## src/rtl/param_arbiter.sv

```systemverilog
// param_arbiter
//   Request arbiter with a two-state (IDLE/HOLD) grant FSM. Selection is
//   fixed priority (lowest index wins) or round-robin starting after the last
//   granted requester. An optional hold limit forces the owner to release
//   after MAX_HOLD consecutive grant cycles. All outputs are registered.
//
// Parameters
//   N        : number of requesters (2..16)
//   RR_MODE  : 0 = fixed priority, 1 = round-robin
//   MAX_HOLD : max consecutive grant cycles, 0 = unlimited (0..255)
//
// Ports
//   clk       : clock, rising edge
//   rst_n     : asynchronous active-low reset
//   req       : level requests, bit i = requester i
//   gnt       : one-hot grant or all-zero
//   gnt_valid : high iff gnt is non-zero
//   gnt_idx   : index of the granted requester, 0 when nothing is granted
//   timeout   : one-cycle pulse following a forced release
module param_arbiter #(
  parameter int N        = 4,
  parameter int RR_MODE  = 1,
  parameter int MAX_HOLD = 0,
  localparam int IDX_W   = (N > 1) ? $clog2(N) : 1
) (
  input  logic             clk,
  input  logic             rst_n,
  input  logic [N-1:0]     req,
  output logic [N-1:0]     gnt,
  output logic             gnt_valid,
  output logic [IDX_W-1:0] gnt_idx,
  output logic             timeout
);

  localparam logic [7:0] MAX_HOLD_C = 8'(MAX_HOLD);

  typedef enum logic {
    IDLE = 1'b0,
    HOLD = 1'b1
  } state_t;

  state_t           state_reg,   state_next;
  logic [N-1:0]     gnt_reg,     gnt_next;
  logic             valid_reg,   valid_next;
  logic [IDX_W-1:0] idx_reg,     idx_next;
  logic             timeout_reg, timeout_next;
  logic [7:0]       hold_reg,    hold_next;
  logic [IDX_W-1:0] ptr_reg,     ptr_next;

  logic [IDX_W-1:0] win_idx;
  logic             win_found;
  int               cand;

  // Winner selection. Round-robin scans ptr+1, ptr+2, ... wrapping at N-1,
  // so the last owner is considered last.
  always_comb begin
    win_idx   = '0;
    win_found = 1'b0;
    cand      = 0;
    if (RR_MODE == 0) begin
      for (int i = 0; i < N; i++) begin
        if (!win_found && req[IDX_W'(i)]) begin
          win_found = 1'b1;
          win_idx   = IDX_W'(i);
        end
      end
    end else begin
      for (int k = 1; k <= N; k++) begin
        cand = int'(ptr_reg) + k;
        if (cand >= N) cand = cand - N;
        if (!win_found && req[IDX_W'(cand)]) begin
          win_found = 1'b1;
          win_idx   = IDX_W'(cand);
        end
      end
    end
  end

  // Next-state and next-output logic.
  always_comb begin
    state_next   = state_reg;
    gnt_next     = gnt_reg;
    valid_next   = valid_reg;
    idx_next     = idx_reg;
    timeout_next = 1'b0;
    hold_next    = hold_reg;
    ptr_next     = ptr_reg;

    case (state_reg)
      IDLE: begin
        if (win_found) begin
          state_next        = HOLD;
          gnt_next          = '0;
          gnt_next[win_idx] = 1'b1;
          valid_next        = 1'b1;
          idx_next          = win_idx;
          hold_next         = 8'd1;
          ptr_next          = win_idx;
        end
      end
      HOLD: begin
        // A dropped request takes precedence over the hold limit, so a
        // release on the limit edge is reported as a normal release.
        if (!req[idx_reg] ||
            ((MAX_HOLD != 0) && (hold_reg == MAX_HOLD_C))) begin
          state_next   = IDLE;
          gnt_next     = '0;
          valid_next   = 1'b0;
          idx_next     = '0;
          hold_next    = 8'd0;
          timeout_next = req[idx_reg];
        end else if (hold_reg != 8'hff) begin
          hold_next = hold_reg + 8'd1;
        end
      end
      default: begin
        state_next = IDLE;
      end
    endcase
  end

  always_ff @(posedge clk or negedge rst_n) begin
    if (!rst_n) begin
      state_reg   <= IDLE;
      gnt_reg     <= '0;
      valid_reg   <= 1'b0;
      idx_reg     <= '0;
      timeout_reg <= 1'b0;
      hold_reg    <= 8'd0;
      ptr_reg     <= IDX_W'(N - 1);
    end else begin
      state_reg   <= state_next;
      gnt_reg     <= gnt_next;
      valid_reg   <= valid_next;
      idx_reg     <= idx_next;
      timeout_reg <= timeout_next;
      hold_reg    <= hold_next;
      ptr_reg     <= ptr_next;
    end
  end

  assign gnt       = gnt_reg;
  assign gnt_valid = valid_reg;
  assign gnt_idx   = idx_reg;
  assign timeout   = timeout_reg;

endmodule

```

## config.mk

```make
export PLATFORM = sky130hd
export DESIGN_NAME = param_arbiter
export DESIGN_NICKNAME = d
export VERILOG_FILES = /design/src/rtl/param_arbiter.sv
export SDC_FILE = /design/constraint.sdc
export NUM_CORES = 1
export LEC_CHECK = 0
export CORE_AREA = 2 2 40 42
export CTS_CLUSTER_DIAMETER = 100
export CTS_CLUSTER_SIZE = 10
export DETAILED_ROUTE_END_ITERATION = 12
export DIE_AREA = 0 0 42 44
export PLACE_DENSITY = 0.65
export SYNTH_ARGS = -nofsm -noshare
export SYNTH_HDL_FRONTEND = slang
export SYNTH_SLANG_ARGS = --single-unit
export TNS_END_PERCENT = 1
```

## constraint.sdc

```tcl
create_clock -name clk -period 4.38 [get_ports clk]
set_clock_uncertainty 0.1 [all_clocks]
set_input_delay 0.438 -clock clk [delete_from_list [all_inputs] [get_ports clk]]
set_output_delay 0.438 -clock clk [all_outputs]
set_load 0.02 [all_outputs]
```

== Word-level counts from Yosys, hierarchy flattened ==
Index checks and enable logic that the tools add are counted.
Cells by class
  $add $sub $neg: 8
  magnitude comparators: 11
  equal/unequal tests: 2
  muxes and demuxes: 40
  bitwise operators: 1
  reductions and logical operators: 9
Operators by type and width (count)
  $mux W2: 10
  $mux W1: 18
  $lt A2 B4 Y1 const B: 4
  $bmux W1 S2: 5
  $ge A3 B3 Y1 const B: 3
  $mux W4: 2
  $pmux W4 S2: 1
  $sub A2 B1 Y2 const B: 4
  $add A2 B2 Y3 const B: 2
  $lt A2 B3 Y1 const B: 2
  $add A2 B3 Y4 const B: 1
  $ge A4 B3 Y1 const B: 1
  $logic_and A1 B1 Y1: 4
  $ne A2 B2 Y1 const B: 2
  $pmux W1 S2: 2
  $pmux W2 S2: 1
  $reduce_and A2 Y1: 2
  $add A2 B1 Y3 const B: 1
  $logic_not A1 Y1: 3
  $demux W1 S2: 1
  $ge A2 B1 Y1 const B: 1
  $not A1 Y1: 1
Word-level totals
  flip-flop bits (word level): 10
  output and inout port bits: 8

== Depth between registers and ports, before layout ==
Gate-level depths: netlist of the first run.
  depth in word-level cells: 22
  depth in mapped cells: 5

== Worst setup path before layout of the first run ==
Ideal clock, no wire load.
  kind: register -> register
  start: register idx_reg[0], in the netlist gnt_idx[0]
  end: register gnt_reg[0], in the netlist gnt[0]
  setup time: 0.121 ns
  data arrival time: 1.315 ns
  required time: 4.159 ns
  setup slack: 2.844 ns
  cell stages (with the launch flop): 5
  period minus slack after synthesis: 1.536 ns
  cells stage by stage: dfrtp_1 mux2i_1 nand2_1 a21bo_1 a32o_2
Between the ends
  word-level cells in the longest chain between the ends: 4
Ends and longest elaborated chain
  from (decl): RTL line 45  | logic [IDX_W-1:0] idx_reg, idx_next;
  from (signal assigned): RTL line 135  | idx_reg <= idx_next;
  $bmux W1 S2: RTL line 104  | if (!req[idx_reg] ||
  $mux W1 (implied by the code): RTL line 104
  $ne A2 B2 Y1 (no source line)
  $reduce_and A2 Y1 (no source line)
  to (signal assigned): RTL line 133  | gnt_reg <= gnt_next;
  to (decl): RTL line 43  | logic [N-1:0] gnt_reg, gnt_next;
Every way passes these cells. The select of a mux whose other input is x is not followed.
A chain may end at the register's enable or synchronous reset.

== Worst setup path in the final report of the first run ==
  start: input port req[3]
  end: register gnt_reg[3], in the netlist gnt[3]
Between the ends
  word-level cells in the longest chain between the ends: 19
  elaborated cells on any way between the ends: 38
Ends and longest elaborated chain
  from (decl): RTL line 28  | input logic [N-1:0] req,
  $bmux W1 S2: RTL line 71  | if (!win_found && req[IDX_W'(cand)]) begin
  $mux W1 (implied by the code) (2 in a row): RTL line 71
  $mux W1: RTL line 71
  $logic_not A1 Y1: RTL line 71
  $logic_and A1 B1 Y1: RTL line 71
  $mux W1: RTL line 71
  $logic_not A1 Y1: RTL line 71
  $logic_and A1 B1 Y1: RTL line 71
  [... 2 more ...]
  $logic_and A1 B1 Y1: RTL line 71
  $mux W2: RTL line 71
  $lt A2 B3 Y1 (implied by the code) / $ge A2 B1 Y1 (equally long branches): RTL line 94  | gnt_next[win_idx] = 1'b1;
  $logic_and A1 B1 Y1 (implied by the code): RTL line 94
  $mux W1 (implied by the code): RTL line 94
  $demux W1 S2: RTL line 94
  $mux W4: RTL line 91  | if (win_found) begin
  $pmux W4 S2: RTL line 89  | case (state_reg)
Parallel ways exist; a longest one is shown, timed or not. The select of a mux whose other input is x is not followed.

==> results.yml, run 1 <==
synth:
  synth_cell_type_count: 30
  synth-seq-cells: 10
  synth_top_cells_by_count: "8 x dfrtp_1, 5 x nand2_1, 3 x a32o_2, 3 x nor2_1"
  synth.area.top_cells: "dfrtp_1 38%, dfstp_2 10%, a32o_2 6.4%"
  ys_seq_area_frac: 0.4798
  synth_top_flop_cell: "dfrtp_1"
  synth_top_area_share: 0.3800
  syn_inst: 50
  syn_nets: 56
  ys_warn_count: 0
  yosysMostFrequentCell: "dfrtp_1"
  ys_async_sr_fraction: 1.000
  yosysTopAreaCell: "dfrtp_1"
  avgSynthCellArea_um2: 10.54
  synth_area_um2: 526.8
  synth_edf_count: 0
route:
  vias: 420
  dr.pass1.iters: 4
  drc: 0
  drt_iter0_drc: 3
  finalWirelength_um: 980
  via_per_inst: 5.316
  wl_per_cell_um: 12.41
  ant_nets: 0
critical_path:
  crit_family: "compound AO/OA/AOI/OAI gates"
  cp_data_arrival_time_ns: 1.92
  max_stage_delay_ns: 0.48
  critPathRequiredTime_ns: 4.42
  worst-path-max-fanout: 14
  start_kind: "input port"
  critPathCaptureType: "register"
  path_buf_inv: 1
  criticalPathCategory: "in2reg"
  crit_chain: "clkdlybuf4s50_1, nor2_1, a21o_1, and2b_1, a32o_2"
  slowest_stage: "clkdlybuf4s50_1"
floorplanning:
  core.rowCount: 14
  die_area_um2: 1848
  pin_count: 14
  coreArea_um2: 1419
  die_w_um: 42
  die_h_um: 44
  start_util: 0.3713
sta:
  finalSetupTns_ns: 0
  period_share: 0.4280
  slew_violations: 0
  finalHoldViolCount: 0
  rsz0062_at_grt: "false"
  setup_viol: 0
  finalCriticalPeriod_ns: 1.875
  fmax_ghz: 0.5334
global_routing:
  grt_pass1_wl_um: 1676
  gr-total-overflow: 0
  grt_pass1_vias: 403
  antenna_found_initial: 0
  grt_use_total: 0.1237
  grt_max_degree: 15
finish:
  nNetsFinal: 70
  final_util: 0.4762
  drive_gt1_frac: 0.1746
  area_growth_pct: 28.27
  antenna_cells: 0
  largest_reg_flops: 4
  design_area_um2: 675.6
power:
  vdd_drop_max_v: 0.0003709
  powerDensity_nw_per_um2: 718.4
  leakagePower_nw: 0.3126
cts:
  h-tree-depth: 1
  clock_sinks: 10
  postCtsHoldBufs: 0
  clk_pin_slew_ns: 0.06
  cts_made_buffers: 3
  clockBufferDepth: 2
  tritoncts: "yes"
  post_cts_buffers: 0
  root_buffer: "clkbuf_4"
  cts.repair.resized: 0
  clock_latency_ns: 0.26
job:
  cap_violations: 0
placed_design:
  dp_hpwl_um: 721.1
  dpl_cell_area_um2: 649.4
  gp_congestion: 0.7084
  io_buffers: 12
min_path:
  worst_hold_path_type: "in2async"
status:
  status: "finished, final reports clean"
[routing by layer]
metal | routed length, um | GRT usage | up-vias
li1 | - | - | 211
met1 | 485 | 0.1649 | 195
met2 | 425 | 0.1781 | 12
met3 | 54 | 0.02083 | 2
met4 | 14 | 0.09677 | 0
met5 | 0 | 0 | -
[worst reg2reg max path, cell delays in order, from the launching register on]
cell and delay (ns):
dfrtp_1 0.42, mux2i_1 0.25, nand2_1 0.09, a21bo_1 0.26
a32o_1 0.28
[final cells by class]
class                   count  area (um2)
clock buffers               4       26.28
fillers                   142       743.2
inverters                   1       3.754
multi-input cells          36       252.7
flip-flops and latches     10       252.7
well taps                  16       20.02
repair buffers             12       120.1
[worst paths after layout]
check,to,depth (start not counted),start,slack [ns]
worst max-delay path,gnt[3]$_DFFE_PN0P_,5,req[3],2.51
worst min-delay path,gnt_idx[0]$_DFFE_PN0P_,1,rst_n,0.38
worst max register to register,gnt[1]$_DFFE_PN0P_,4,gnt_idx[0]$_DFFE_PN0P_,2.85
worst min register to register,ptr_reg[0]$_DFFE_PN1P_,2,ptr_reg[0]$_DFFE_PN1P_,0.39
max in group asynchronous,ptr_reg[0]$_DFFE_PN1P_,1,rst_n,3.46
min in group clk,ptr_reg[0]$_DFFE_PN1P_,2,ptr_reg[0]$_DFFE_PN1P_,0.39
[cell families after synthesis]
group,synth area share
AOI/OAI and AO/OA,0.2803
and+or+nand+nor,0.1544
DFF,0.4798
buffers and inverters,0.04036
muxes,0.03801
other,0.007119
[metrics by stage]
stage                     instances  total power [W]  worst slack [ns]  hold slack (ns)
after global placement           75        0.0004270             2.257           0.3840
after detailed placement         75        0.0004246             2.240           0.3820
after global routing             79        0.0005224             2.409           0.4238
after CTS                        79        0.0004920             2.508           0.3900
final                            79        0.0004854             2.505           0.3837
after floorplan                  50        0.0003417             2.844          0.04241
[cell usage in the layout, fill, tap and decap left out, types with 2 or more instances in the layout]
cell,count
dfstp_2,2
mux2i_1,2
nor2_1,3
a21o_1,2
clkbuf_4,3
clkdlybuf4s50_1,12
and2b_1,2
nand3_1,2
dfrtp_1,8
nand2_1,5
a32o_2,3
[where the power goes]
part,internal (W),switching (W)
combinational,0.000123,0.000118
sequential,0.000142,0.0000387
clock,0.0000351,0.0000284
total,0.000300,0.000185
No activity file was read; power rests on OpenSTA's default activity.
==> run 2: changes to the inputs <==
PLACE_DENSITY = 0.68   (was 0.65)
clock period = 1.6 ns   (was 4.38 ns; I/O delays follow)
==> results.yml, run 2 (same netlist as run 1, synthesis figures left out) <==
status:
  status: "finished, final reports clean"
cts:
  tritoncts: "yes"
  post_cts_buffers: 0
  h-tree-depth: 1
  root_buffer: "clkbuf_4"
  clock_latency_ns: 0.26
  cts_made_buffers: 3
  clockBufferDepth: 2
  postCtsHoldBufs: 0
  clk_pin_slew_ns: 0.06
  clock_sinks: 10
placed_design:
  pre_cts_ws_ns: -0.1537
  dp_hpwl_um: 854.8
  gp_congestion: 0.7456
  io_buffers: 12
floorplanning:
  die_area_um2: 1848
  pin_count: 14
  core.rowCount: 14
  coreArea_um2: 1419
  die_w_um: 42
  start_util: 0.3713
  die_h_um: 44
finish:
  nNetsFinal: 76
  nFillCells: 139
  area_growth_pct: 39.43
  drive_gt1_frac: 0.2754
  largest_reg_flops: 4
  regArea_um2: 254.0
  layout_common_cells: "11 x clkdlybuf4s50_1, 7 x dfrtp_1, 6 x buf_4, 5 x nand2_1"
  final_common_cell: "clkdlybuf4s50_1"
  antenna_cells: 0
  multi_input_area_um2: 252.7
job:
  cap_violations: 0
route:
  via_per_inst: 5.271
  wl_per_cell_um: 13.16
  vias: 448
  finalWirelength_um: 1119
  drc: 0
  ant_nets: 0
  drt_iter0_drc: 2
  dr.pass1.iters: 2
critical_path:
  crit_chain: "clkdlybuf4s50_1"
  critPathLaunch: "gnt_idx[1]$_DFFE_PN0P_"
  criticalPathCategory: "reg2out"
  r2r-start: "ptr_reg[1]$_DFFE_PN1P_"
  max_stage_delay_ns: 0.63
  slowest_stage: "clkdlybuf4s50_1"
  reg2reg_setup_slack_ns: 0.08
  crit_family: "buffers and inverters"
  cp_data_arrival_time_ns: 1.28
  critPathRequiredTime_ns: 1.34
  worst-path-max-fanout: 5
  critPathCaptureType: "output pin"
  start_kind: "register"
  path_buf_inv: 1
sta:
  rsz0062_at_grt: "false"
  setup_viol: 0
  finalCriticalPeriod_ns: 1.540
  fin_ws_ns: 0.06016
  period_share: 0.9624
  slew_violations: 0
  finalSetupTns_ns: 0
  finalHoldViolCount: 0
  fmax_ghz: 0.6494
power:
  power_frac_seq: 0.349
  powerDensity_nw_per_um2: 1958
  p_int_w: 0.0009069
  combPwrFrac: 0.499
  p_clk_frac: 0.151
  switching_share: 0.3693
  vdd_drop_max_v: 0.0009623
  leakagePower_nw: 0.3585
  p_sw_w: 0.0005310
global_routing:
  grt_pass1_wl_um: 1952
  gr-total-overflow: 0
  grt_pass1_vias: 445
  antenna_found_initial: 0
  grt_use_total: 0.1434
  grt_max_degree: 11
min_path:
  worst_hold_path_type: "in2async"
==> run 2: changes by cell type in the layout (fill, tap and decap cells not counted), sizes merged <==
cell           before  now
buf                 0    6
clkdlybuf4s50      12   11
dlymetal6s2s        0    1
==> run 2: final timing paths <==
kind | to | cells after the start
setup / recovery | gnt_idx[1] | 1
hold / removal | gnt[1]$_DFFE_PN0P_ | 1
setup reg to reg | gnt[3]$_DFFE_PN0P_ | 4
hold reg to reg | ptr_reg[0]$_DFFE_PN1P_ | 2
max in group asynchronous | ptr_reg[1]$_DFFE_PN1P_ | 1
min in group clk | ptr_reg[0]$_DFFE_PN1P_ | 2
==> run 2: cell type report <==
cell class / instances / share of cell area
inverter: 1 / 0.005111
clock buffer: 4 / 0.04940
timing repair buffer: 18 / 0.2283
sequential: 10 / 0.3458
tap: 16 / 0.02726
multi-input combinational: 36 / 0.3441
==> run 2: what timing repair did <==
item                                    in CTS  in global routing
endpoints found under the hold margin        0                  0
resized for setup                            0                  2
endpoints found under the setup margin       0                  5
==> run 2: metal layers <==
layer,up-vias,wire length (um),global-route usage
li1,224,-,-
met1,212,532,0.1789
met2,10,519,0.2313
met3,2,53,0.03333
met4,0,13,0.07742
met5,-,0,0
==> run 2: stage by stage <==
| stage | hold slack, ns | cells | util | total power, W | area [um2] |
|---|---|---|---|---|---|
| floorplan | -0.2356 | 50 | - | 0.0009353 | 526.8 |
| global placement | 0.3788 | 81 | 0.4894 | 0.001216 | 694.4 |
| detailed placement | 0.3864 | 81 | 0.4894 | 0.001221 | 694.4 |
| CTS | 0.1199 | 85 | 0.5150 | 0.001457 | 730.7 |
| global route | 0.1314 | 85 | 0.5176 | 0.001555 | 734.5 |
| finish | 0.1103 | 85 | 0.5176 | 0.001438 | 734.5 |
==> run 2: power groups by stage <==
stage / Clock [W] / Sequential (W) / Combinational, W
2_1_floorplan: 0 / 0.000558 / 0.000378
3_3_place_gp: 0 / 0.000502 / 0.000715
3_5_place_dp: 0 / 0.000504 / 0.000717
4_1_cts: 0.000228 / 0.000501 / 0.000728
5_1_grt: 0.000241 / 0.000520 / 0.000793
6_report: 0.000218 / 0.000502 / 0.000718
==> run 3: changes to the inputs <==
HOLD_SLACK_MARGIN = 0.03   (was unset)
==> results of run 3 <==
Final layout, timing and power as in run 2 (identical DEF).
==> patch 1 (flow settings as in run 1) <==
The parameter `N` goes from 4 to 2.
--- a/src/rtl/param_arbiter.sv
+++ b/src/rtl/param_arbiter.sv
@@ -18,7 +18,7 @@
 //   gnt_idx   : index of the granted requester, 0 when nothing is granted
 //   timeout   : one-cycle pulse following a forced release
 module param_arbiter #(
-  parameter int N        = 4,
+  parameter int N        = 2,
   parameter int RR_MODE  = 1,
   parameter int MAX_HOLD = 0,
   localparam int IDX_W   = (N > 1) ? $clog2(N) : 1
Ports: changed (resized gnt, gnt_idx and req); port bits go from 14 to 9. The function was not compared with the original's and may differ.
==> patch 1 against run 1 <==
Synthesized area decreased by 53%; wire length decreased by 60%; setup slack improved by 0.060 ns; final area decreased by 49%; utilization decreased by 23 points; first-iteration DRC count decreased by 33%; critical path depth decreased by 4; sequential cell count decreased by 5; total power decreased by 57%; largest power group is now registers.
==> patch 1: results <==
group,metric,value,unit
status,status,"complete, no violations",
final_layout,buf_share,20.1,%
power,power.switching,66.2,uW
power,ir_drop,149,uV
drt,met1Wirelength,180,um
global_routing,grt.met3_usage,4.17,%
place,place_inst,44,
setup_path,cp.arrival,1.28,ns
logic_synthesis,synthDistinctLibCells,13,
place,place_congestion,0.644,
setup_path,cp_top_family,"buffers and inverters",
global_routing,grt_pass1_wl,614,um
final_layout,layout.nets,37,
final_layout,multi_input_gates,16,
logic_synthesis,synth.top_cells.by_count,"dfrtp_1, a21oi_1, nand2_1, nand2b_1, buf_4",
power,fin_total_pwr,208,uW
logic_synthesis,synthAdderAreaFrac,0,%
global_routing,grt_pass1_vias,165,
power,powerComb,76.3,uW
place,place_ws,2.80,ns
final_layout,final-clk-cell-share,7.55,%
logic_synthesis,synth_nets,27,
power,p_leak,0.144,nW
drt,vias,181,
global_routing,grt_use_total,4.89,%
final_layout,drive_gt1_share,25.0,%
logic_synthesis,synth_xor_area_share,3.55,%
power,clock_power_share,24.2,%
final_layout,inverters,0,
logic_synthesis,synth_compound_area_share,12.7,%
clock_network,path_clk_slew,0.04,ns
clock_network,clock_latency,0.23,ns
logic_synthesis,seq_area_frac_synth,51.3,%
global_routing,antenna_found_initial,0,
drt,met2RoutedLength,169,um
global_routing,met2_usage,6.56,%
place,port-buffer-count,7,
drt,met3_length,45,um
logic_synthesis,syn-instance-count,23,
setup_path,max_stage_delay,0.63,ns
setup_path,cp_max_fo,6,
final_layout,seq_share,36.3,%
drt,viasPerCell,3.77,
final_layout,signal_buffers,7,
final_layout,multi_input_area,105,um2
drt,drt_iter0_markers,2,
global_routing,grt_use_met1,4.81,%
logic_synthesis,synthMuxAreaShare,4.57,%
final_layout,fillers,156,
logic_synthesis,synth-seq-cells,5,
logic_synthesis,synth_area_leaders,"dfrtp_1, dfstp_2, nand2b_1",
-- patch 1: cells by family (layout without fill, tap and decap cells) --
kind of cell    Yosys count  count (layout)
xor+xnor                  1               1
compound gates            5               5
mux                       1               1
flops                     5               5
simple gates              8               8
buf+inv                   2              11
other cells               1               1
-- patch 1: path summary, 6_finish.rpt --
check | start | to | cells after the start | slack (ns)
worst max-delay path | gnt_idx | gnt_idx | 1 | 2.56
worst min-delay path | rst_n | gnt_idx | 1 | 0.32
worst max register to register | state_reg | state_reg | 2 | 3.31
worst min register to register | ptr_reg | ptr_reg | 1 | 0.39
max in group asynchronous | rst_n | ptr_reg | 1 | 3.61
min in group clk | ptr_reg | ptr_reg | 1 | 0.39
-- patch 1: per-stage QoR --
stage                     utilization, %  hold WS, ns  cell area, um2
after floorplan                        -       0.0424             246
after global placement              22.7        0.390             322
after detailed placement            22.7        0.389             322
after CTS                           24.5        0.322             348
after global routing                24.5        0.325             348
final                               24.5        0.319             348
==> patch 2 (config.mk and constraints of run 1) <==
Without the edit above. Make the reset (`rst_n`) synchronous in one clocked block. Comments in the files are not updated.
--- a/src/rtl/param_arbiter.sv
+++ b/src/rtl/param_arbiter.sv
@@ -119,7 +119,7 @@
     endcase
   end
 
-  always_ff @(posedge clk or negedge rst_n) begin
+  always_ff @(posedge clk) begin
     if (!rst_n) begin
       state_reg   <= IDLE;
       gnt_reg     <= '0;
Check against the original RTL: differs if rst_n is asserted again (counterexample within 4 cycles, from zero or initial values and one cycle with rst_n low); with rst_n held inactive, the same outputs for 10 cycles.
==> patch 2 against run 1 <==
Setup slack lost 0.080 ns; largest cell class is now multi-input combinational cells; final area is 5.4% lower; hold slack lost 0.019 ns; global-route usage about the same; critical path type unchanged; sequential cell count is the same; critical path depth unchanged; synthesized area decreased by 11%; wire length rose by 0.31%.
Power is not compared: it rests on default switching activity, and its combinational part moved more than twofold at a synthesized area within 25%.
==> patch 2: results <==
group,metric,value,unit
clock_network,clock_latency,0.27,ns
logic_synthesis,syn-instance-count,48,
global_routing,grt_pass1_wl,1.64,mm
final_layout,fillers,134,
power,ir_drop,195,uV
logic_synthesis,synthDistinctLibCells,28,
global_routing,grt_max_degree,8,
place,hpwl,730,um
drt,vias,410,
logic_synthesis,synthMuxAreaShare,6.91,%
timing,slew_headroom,59.0,%
drt,drt_iter0_markers,5,
status,status,"complete, no violations",
logic_synthesis,synth_nets,54,
drt,dr.pass1.iters,4,
logic_synthesis,synth_compound_area_share,26.9,%
final_layout,fin_cells,79,
final_layout,drive_gt1_share,15.9,%
setup_path,worst_r2r_endpoint,"gnt[2]",
logic_synthesis,async_flop_share,0,%
setup_path,cp_max_fo,6,
global_routing,grt_use_total,12.3,%
drt,drt-total-wl,983,um
global_routing,grt_pass1_vias,364,
setup_path,max_stage_delay,0.55,ns
logic_synthesis,synth_xor_area_share,0,%
setup_path,r2r_slack,2.70,ns
logic_synthesis,synth.top_cells.by_count,"dfxtp_1, nand2_1, nor2_1",
power,p_leak,0.244,nW
place,place_congestion,0.747,
setup_path,slowest_stage,"mux4_2",
setup_path,cp.arrival,2.01,ns
logic_synthesis,synth_area_leaders,"dfxtp_1, mux4_2, a22o_1",
setup_path,r2r-start,"gnt_idx[0]",
logic_synthesis,seq_area_frac_synth,42.6,%
hold_path,hp-class,"reg -> reg",
## patch 2: cell types whose count changed after synthesis, sizes merged, moves of 2 or more
cell	delta
dfstp	-2
and2b	-2
a22o	+2
a32o	-4
dfrtp	-8
dfxtp	+10
nor2	+2
o21ai	+2
## patch 2: worst min-delay path by stage
stage | from | endpoint | cells after the start
after floorplan | rst_n | ptr_reg[1] | 1
after global placement | gnt[1] | gnt[1] | 1
after detailed placement | gnt[1] | gnt[1] | 1
after CTS | gnt[1] | gnt[1] | 1
after global routing | gnt[1] | gnt[1] | 1
final | gnt[1] | gnt[1] | 1
## patch 2: layer usage
metal / part of all wire, % / GRT usage (%) / vias up
met5: 0 / 0 / -
met3: 6.1 / 7.08 / 2
li1: - / - / 209
met2: 41 / 14.7 / 12
met4: 1.4 / 5.81 / 0
met1: 51 / 17.3 / 187
## patch 2: worst max-delay path, delay by kind of cell
| kind | cells | cell delay, ns |
|---|---|---|
| AND/OR/NAND/NOR | 1 | 0.08 |
| AO/OA/AOI/OAI | 2 | 0.45 |
| multiplexers | 1 | 0.55 |
| buffers and inverters | 1 | 0.50 |
## patch 2: cells by family (layout without fill, tap and decap cells)
group           Yosys count  count (layout)
compound gates           16              16
mux                       2               2
flops                    10              10
simple gates             17              17
other cells               1               1
buf+inv                   2              17
## patch 2: cell type report
| class | count | area [um2] | area share (%) |
|---|---|---|---|
| sequential | 10 | 200 | 31.3 |
| multi-input combinational | 36 | 259 | 40.5 |
| tap | 16 | 20.0 | 3.13 |
| timing repair buffer | 12 | 120 | 18.8 |
| clock buffer | 4 | 36.3 | 5.68 |
| inverter | 1 | 3.75 | 0.587 |
## patch 2: through the flow
step | instance area (um2) | setup WS (ns) | hold WS (ns) | total power [mW]
5_1_grt | 639 | 2.30 | 0.394 | 0.270
6_report | 639 | 2.43 | 0.364 | 0.257
2_1_floorplan | 470 | 2.67 | 0.410 | 0.149
3_3_place_gp | 603 | 2.17 | 0.353 | 0.175
4_1_cts | 639 | 2.44 | 0.370 | 0.259
3_5_place_dp | 603 | 2.18 | 0.352 | 0.175
## patch 2: power by group
group,total (mW),internal (mW),switching (mW),leakage (nW)
clock network,0.0840,0.0505,0.0336,0.0210
registers,0.109,0.101,0.00873,0.0826
logic,0.0635,0.0310,0.0326,0.140
